<file path="src/rtl/booth_div_seq.sv">
// booth_div_seq: multi-cycle non-restoring radix-2 divider, result = {remainder, quotient}
module booth_div_seq #(
    parameter int WIDTH = 32
) (
    input  logic               clk,
    input  logic               rst_n,
    input  logic               start,
    input  logic               sign_op,
    input  logic [WIDTH-1:0]   dividend,
    input  logic [WIDTH-1:0]   divisor,
    output logic               busy,
    output logic               done,
    output logic               div_by_zero,
    output logic [2*WIDTH-1:0] result
);
    localparam int CW = $clog2(WIDTH + 1);
    typedef enum logic [1:0] {IDLE, ITER, FIX, DONE} state_t;
    state_t state_q, state_d;
    logic [WIDTH:0] p_q, p_d, p_sh, p_it, p_fx;
    logic [WIDTH-1:0] q_q, q_d, d_q, d_d, quo, rem;
    logic [CW-1:0] cnt_q, cnt_d;
    logic negq_q, negq_d, negr_q, negr_d;
    logic busy_q, busy_d, done_q, done_d, dbz_q, dbz_d;
    logic [2*WIDTH-1:0] result_q, result_d;
    always_comb begin
        p_sh = {p_q[WIDTH-1:0], q_q[WIDTH-1]};
        p_it = p_q[WIDTH] ? p_sh + {1'b0, d_q} : p_sh - {1'b0, d_q};
        p_fx = p_q[WIDTH] ? p_q + {1'b0, d_q} : p_q;
        quo = negq_q ? -q_q : q_q;
        rem = negr_q ? -p_fx[WIDTH-1:0] : p_fx[WIDTH-1:0];
        state_d = state_q;
        p_d = p_q;
        q_d = q_q;
        d_d = d_q;
        cnt_d = cnt_q;
        negq_d = negq_q;
        negr_d = negr_q;
        dbz_d = dbz_q;
        result_d = result_q;
        case (state_q)
            IDLE, DONE: begin
                state_d = IDLE;
                if (start) begin
                    negq_d = sign_op & (dividend[WIDTH-1] ^ divisor[WIDTH-1]);
                    negr_d = sign_op & dividend[WIDTH-1];
                    q_d = (sign_op & dividend[WIDTH-1]) ? -dividend : dividend;
                    d_d = (sign_op & divisor[WIDTH-1]) ? -divisor : divisor;
                    p_d = '0;
                    cnt_d = '0;
                    state_d = ITER;
                    if (divisor == '0) begin
                        state_d = DONE;
                        result_d = {dividend, {WIDTH{1'b1}}};
                        dbz_d = 1'b1;
                    end
                end
            end
            ITER: begin
                p_d = p_it;
                q_d = {q_q[WIDTH-2:0], ~p_it[WIDTH]};
                cnt_d = cnt_q + 1'b1;
                state_d = (cnt_q == CW'(WIDTH - 1)) ? FIX : ITER;
            end
            FIX: begin
                result_d = {rem, quo};
                dbz_d = 1'b0;
                state_d = DONE;
            end
            default: state_d = IDLE;
        endcase
        busy_d = (state_d == ITER) || (state_d == FIX);
        done_d = (state_d == DONE);
    end
    always_ff @(posedge clk or negedge rst_n) begin
        if (!rst_n) begin
            state_q <= IDLE;
            p_q <= '0;
            q_q <= '0;
            d_q <= '0;
            cnt_q <= '0;
            negq_q <= 1'b0;
            negr_q <= 1'b0;
            busy_q <= 1'b0;
            done_q <= 1'b0;
            dbz_q <= 1'b0;
            result_q <= '0;
        end else begin
            state_q <= state_d;
            p_q <= p_d;
            q_q <= q_d;
            d_q <= d_d;
            cnt_q <= cnt_d;
            negq_q <= negq_d;
            negr_q <= negr_d;
            busy_q <= busy_d;
            done_q <= done_d;
            dbz_q <= dbz_d;
            result_q <= result_d;
        end
    end
    assign busy = busy_q;
    assign done = done_q;
    assign div_by_zero = dbz_q;
    assign result = result_q;
endmodule

</file>
<file path="config.mk">
export PLATFORM = sky130hd
export DESIGN_NAME = booth_div_seq
export DESIGN_NICKNAME = d
export VERILOG_FILES = /design/src/rtl/booth_div_seq.sv
export SDC_FILE = /design/constraint.sdc
export NUM_CORES = 1
export LEC_CHECK = 0
export CAP_MARGIN = 10
export CORE_ASPECT_RATIO = 1.75
export CORE_MARGIN = 4
export CORE_UTILIZATION = 40
export DETAILED_ROUTE_END_ITERATION = 10
export GPL_ROUTABILITY_DRIVEN = 0
export GPL_TIMING_DRIVEN = 0
export SLEW_MARGIN = 10
export SYNTH_ARGS = -nofsm -noshare
export SYNTH_HDL_FRONTEND = slang
export SYNTH_SLANG_ARGS = --single-unit
</file>
<file path="constraint.sdc">
create_clock -name clk -period 16.4 [get_ports clk]
set_input_delay 3.28 -clock clk [delete_from_list [all_inputs] [get_ports clk]]
set_output_delay 3.28 -clock clk [all_outputs]
set_load 0.01 [all_outputs]
</file>
# Word level (Yosys, flattened, before mapping)
# Index checks and enable logic that the tools add are counted.
# op_classes
addsub,8
multipliers,0
n_div,0
order_cmp,0
eq_ne,9
shifts,0
mux,22
n_bitwise,5
n_reduce_logical,9
# ops
op,n
$mux 32,6
$mux 64,2
$neg 32->32,4
$pmux 64 s2,1
$mux 33,2
$pmux 33 s2,1
$pmux 32 s2,1
$add 33x32->33,1
$sub 33x32->33,1
$add 32x32->32,1
$logic_not 32->1,1
$pmux 6 s2,1
$eq 2x2->1 const B,4
$add 6x1->6 const B,1
$eq 6x5->1 const B,1
$mux 2,3
$mux 6,1
$pmux 2 s3,1
$eq 2x1->1 const B,2
$ne 2x2->1 const B,2
$reduce_and 2->1,2
$reduce_bool 2->1,2
$and 1x1->1,3
$reduce_and 3->1,1
other kinds (7),8
# totals
ff_bits,174
latch_bits,0
ram_bits,0
rom_bits,0
input_bits,68
word_cells,64
memories,0

# Depth between registers and ports, before layout
# depth
depth_word,6
depth_mapped,20
depth_no_buf,20

# Worst setup path after synthesis
# OpenSTA, ideal clock, no wires.
# synth_timing
path_type,input port to flip-flop
start,input divisor[3]
end,register busy_q (netlist: busy)
t_arrival_ns,5.869
required_time_ns,16.274
path_slack_ns,10.405
stages,10
path_buffers,2
cell_sequence,or4_1 > nor4_2 > nand3_1 > or3b_2 > o21ai_1 > buf_2 > o21ai_1 > clkbuf_1 > o31ai_1 > ha_1
# synth_between
elab_chain_len,6
word_cells_on_any_way,7
cone_classes,eq/ne: 2; mux: 3; reduce/logical: 2
# synth_rtl
element,line,source
"start, declared",10,"input logic [WIDTH-1:0] divisor,"
$logic_not 32->1 (*),51,if (divisor == '0) begin
$mux 2 (*),51,
$mux 2 (*),43,if (start) begin
$pmux 2 s3 (*),40,case (state_q)
net state_d[1],18,"state_t state_q, state_d;"
$eq 2x1->1 or $eq 2x2->1 (tied branches),71,busy_d = (state_d == ITER) || (state_d == FIX);
$logic_or 1x1->1 (*),71,
net busy_d,23,"logic busy_q, busy_d, done_q, done_d, dbz_q, dbz_d;"
"end signal, assigned",95,busy_q <= busy_d;
"end, declared",23,
# Mark *: on every way through the listed nets, which the timed path passes. The rest lies on a longest branch.
# A chain may end at the register's enable or synchronous reset.

# Worst setup path after layout
# layout_timing
start,register p_q[32]
end,register p_q[29]
# layout_between
elab_chain_len,2
# layout_rtl
element,line,source
"start, declared",19,"logic [WIDTH:0] p_q, p_d, p_sh, p_it, p_fx;"
"start signal, assigned",89,p_q <= p_d;
$mux 33,27,"p_it = p_q[WIDTH] ? p_sh + {1'b0, d_q} : p_sh - {1'b0, d_q};"
$pmux 33 s2,40,
# No other way between the ends.

==> qor.yml <==
run_status: "finished, final reports clean"
maxSlewViolCount: 0
m1WireLength_um: 17300
total_power_w: 0.00449
grt_max_degree: 106
synthFlopType: "dfrtp_1"
drt_iter0_drc: 1018
postCtsHoldBufs: 0
core_um2: 35200
slew_headroom: 0.112
drc: 0
crit_path_start_kind: "register"
grt_pass1_vias: 14400
antenna_cells: 0
seq_area_frac_synth: 0.306
ys_ff_latch: 174
min_period_ns: 8.17
io_buffers: 133
hp-class: "register to register"
crit_path_max_fanout: 10
dpl_cell_area_um2: 16200
vias: 14300
die_area_um2: 38800
max-vdd-ir-drop_v: 0.0000848
power_leakage_nw: 6.79
wl_met3_um: 2820
place_ws_ns: 8.32
firstDrtPassIters: 5
syn_to_final_growth_pct: 17.7
grt_overflow: 0
cap_viol_max_count: 0
grt_pass1_wl_um: 78700
dp_hpwl_um: 42100
cp.arrival_ns: 8.46
async_flop_share: 1.00
post-route-period-util: 0.498
ctsRootBufferMaster: "clkbuf_16"
synth_cell_types: 81
met2WireLength_um: 27300
antenna_found_initial: 0
grt_use_total: 0.264
tightest_slew_ns: 1.33
htree_levels: 4
powerDensity_nw_per_um2: 268
cts_buffers: 17
drive_above_1_share: 0.0355
cts_tree: "done"
drt-total-wl_um: 51800
hold_viol_final: 0
synth_nets: 1948
mostFrequentLayoutCell: "a21oi_1"
io_pins: 135
routed_via_density: 5.89
holdWs_ns: 0.495
setup_ws_ns: 8.23
insertion_delay_ns: 0.46
cts_setup_buffers: 0
design_area_um2: 16800
start_util: 0.405
postRouteAntennaNets: 0
cp_data_required_time_ns: 16.69
syn_area_um2: 14200
die_h_um: 258
critPathKind: "register to register"
final_cell_mix: "a21oi_1 (208), nor2_1 (187), nand2_1 (186)"
synthCells: 1806
endpoint_kind: "register"
setup_viol: 0
nNetsFinal: 2101
clock_sinks: 174
finalSetupTns_ns: 0
rsz0062_at_grt: "no"
ys.warnings.count: 0
dieWidth_um: 151
clk_pin_slew_ns: 0.08
fmax_ghz: 0.122
skew_ns: 0.0108
clockBufferDepth: 2
num_rows: 91
cts_repair_resize_count: 0
maxUsedRoutingLayer: "met4"
synth_edf_count: 0
drt-wirelength-per-cell_um: 21.2
syn_avg_cell_area_um2: 7.88
report_power, final:
group	internal (W)	total [W]	switching (W)
clock	0.000215	0.000417	0.000201
sequential	0.000647	0.000899	0.000252
combinational	0.00125	0.00318	0.00193
critical path, stage by stage, from the launching register on:
cell	delay (ns)
dfrtp_1	0.56
clkbuf_1	0.48
buf_1	0.50
buf_2	0.38
buf_1	0.55
clkbuf_1	0.64
clkbuf_1	0.75
mux2_2	0.43
ha_1	0.27
a21oi_1	0.26
nor2_1	0.11
a2111oi_0	0.71
o31ai_1	0.39
o211ai_1	0.39
a311oi_1	0.16
o21ai_0	0.48
o21ai_0	0.29
a311oi_1	0.36
xor2_1	0.17
o21ai_0	0.09
per-stage QoR:
step / std cells / util
after floorplan: 1806 / -
after global placement: 2404 / 0.459
after detailed placement: 2405 / 0.460
after CTS: 2437 / 0.476
after global routing: 2437 / 0.476
final: 2437 / 0.476
synthesized netlist by cell type, drive strengths merged, types with 4 or more instances:
cell / count / area, um^2
nor3b: 12 / 90.1
xnor2: 81 / 709
or4: 15 / 120
nor2b: 17 / 106
dfrtp: 174 / 4350
o21a: 18 / 135
a2111oi: 5 / 62.6
o22ai: 16 / 100
o21ai: 174 / 871
o31ai: 27 / 221
mux2i: 13 / 130
a311oi: 4 / 35.0
a211o: 6 / 52.6
nand2: 186 / 698
o221ai: 13 / 114
and4: 9 / 81.3
and3: 20 / 125
a221oi: 4 / 35.0
inv: 46 / 173
nand3: 35 / 180
nor4: 17 / 119
and2: 11 / 68.8
clkbuf: 69 / 259
a31oi: 29 / 181
nand2b: 19 / 119
o41ai: 11 / 104
a21o: 24 / 180
xor2: 101 / 885
ha: 72 / 901
buf: 18 / 90.1
nor2: 187 / 702
mux2: 4 / 45.0
or2: 10 / 65.1
nand4: 12 / 75.1
nor3: 45 / 225
a21oi: 208 / 1040
or3: 30 / 188
o211ai: 8 / 65.1
a211oi: 11 / 82.6
path summary, 6_finish.rpt:
kind | start | endpoint | slack, ns | cells past startpoint
max | p_q[32] | p_q[29] | 8.23 | 19
min | div_by_zero | div_by_zero | 0.50 | 2
max in group asynchronous | rst_n | p_q[22] | 12.69 | 2
min reg2reg | div_by_zero | div_by_zero | 0.50 | 2
min in group asynchronous | rst_n | result[31] | 2.75 | 1
max reg2reg | p_q[32] | p_q[29] | 8.23 | 19
state kept, by name (all words and copies together) (netlist names), 2 cells and up:
| name | count |
|---|---|
| p_q | 33 |
| q_q | 32 |
| cnt_q | 6 |
| result | 64 |
| d_q | 32 |
| state_q | 2 |
logic make-up after synthesis:
kind of cell	synth area share
DFF	0.306
adders and majority gates	0.0661
and+or+nand+nor	0.216
buffers and inverters	0.0366
muxes	0.0123
AOI/OAI and AO/OA	0.251
xor gates and xnor gates	0.112
layer usage:
| metal | global-route usage | up-vias |
|---|---|---|
| li1 | - | 6840 |
| met1 | 0.256 | 6776 |
| met2 | 0.495 | 551 |
| met3 | 0.0397 | 179 |
| met4 | 0.191 | 0 |
| met5 | 0 | - |
final cells by class:
cell class / instances / area, um^2
Buffer: 87 / 349
Clock inverter: 14 / 149
Sequential cell: 174 / 4350
Multi-Input combinational cell: 1499 / 9360
Fill cell: 3507 / 18400
Timing Repair Buffer: 134 / 1360
Clock buffer: 18 / 429
Inverter: 46 / 173
Tap cell: 465 / 582
Power figures use the tool's default switching activity.
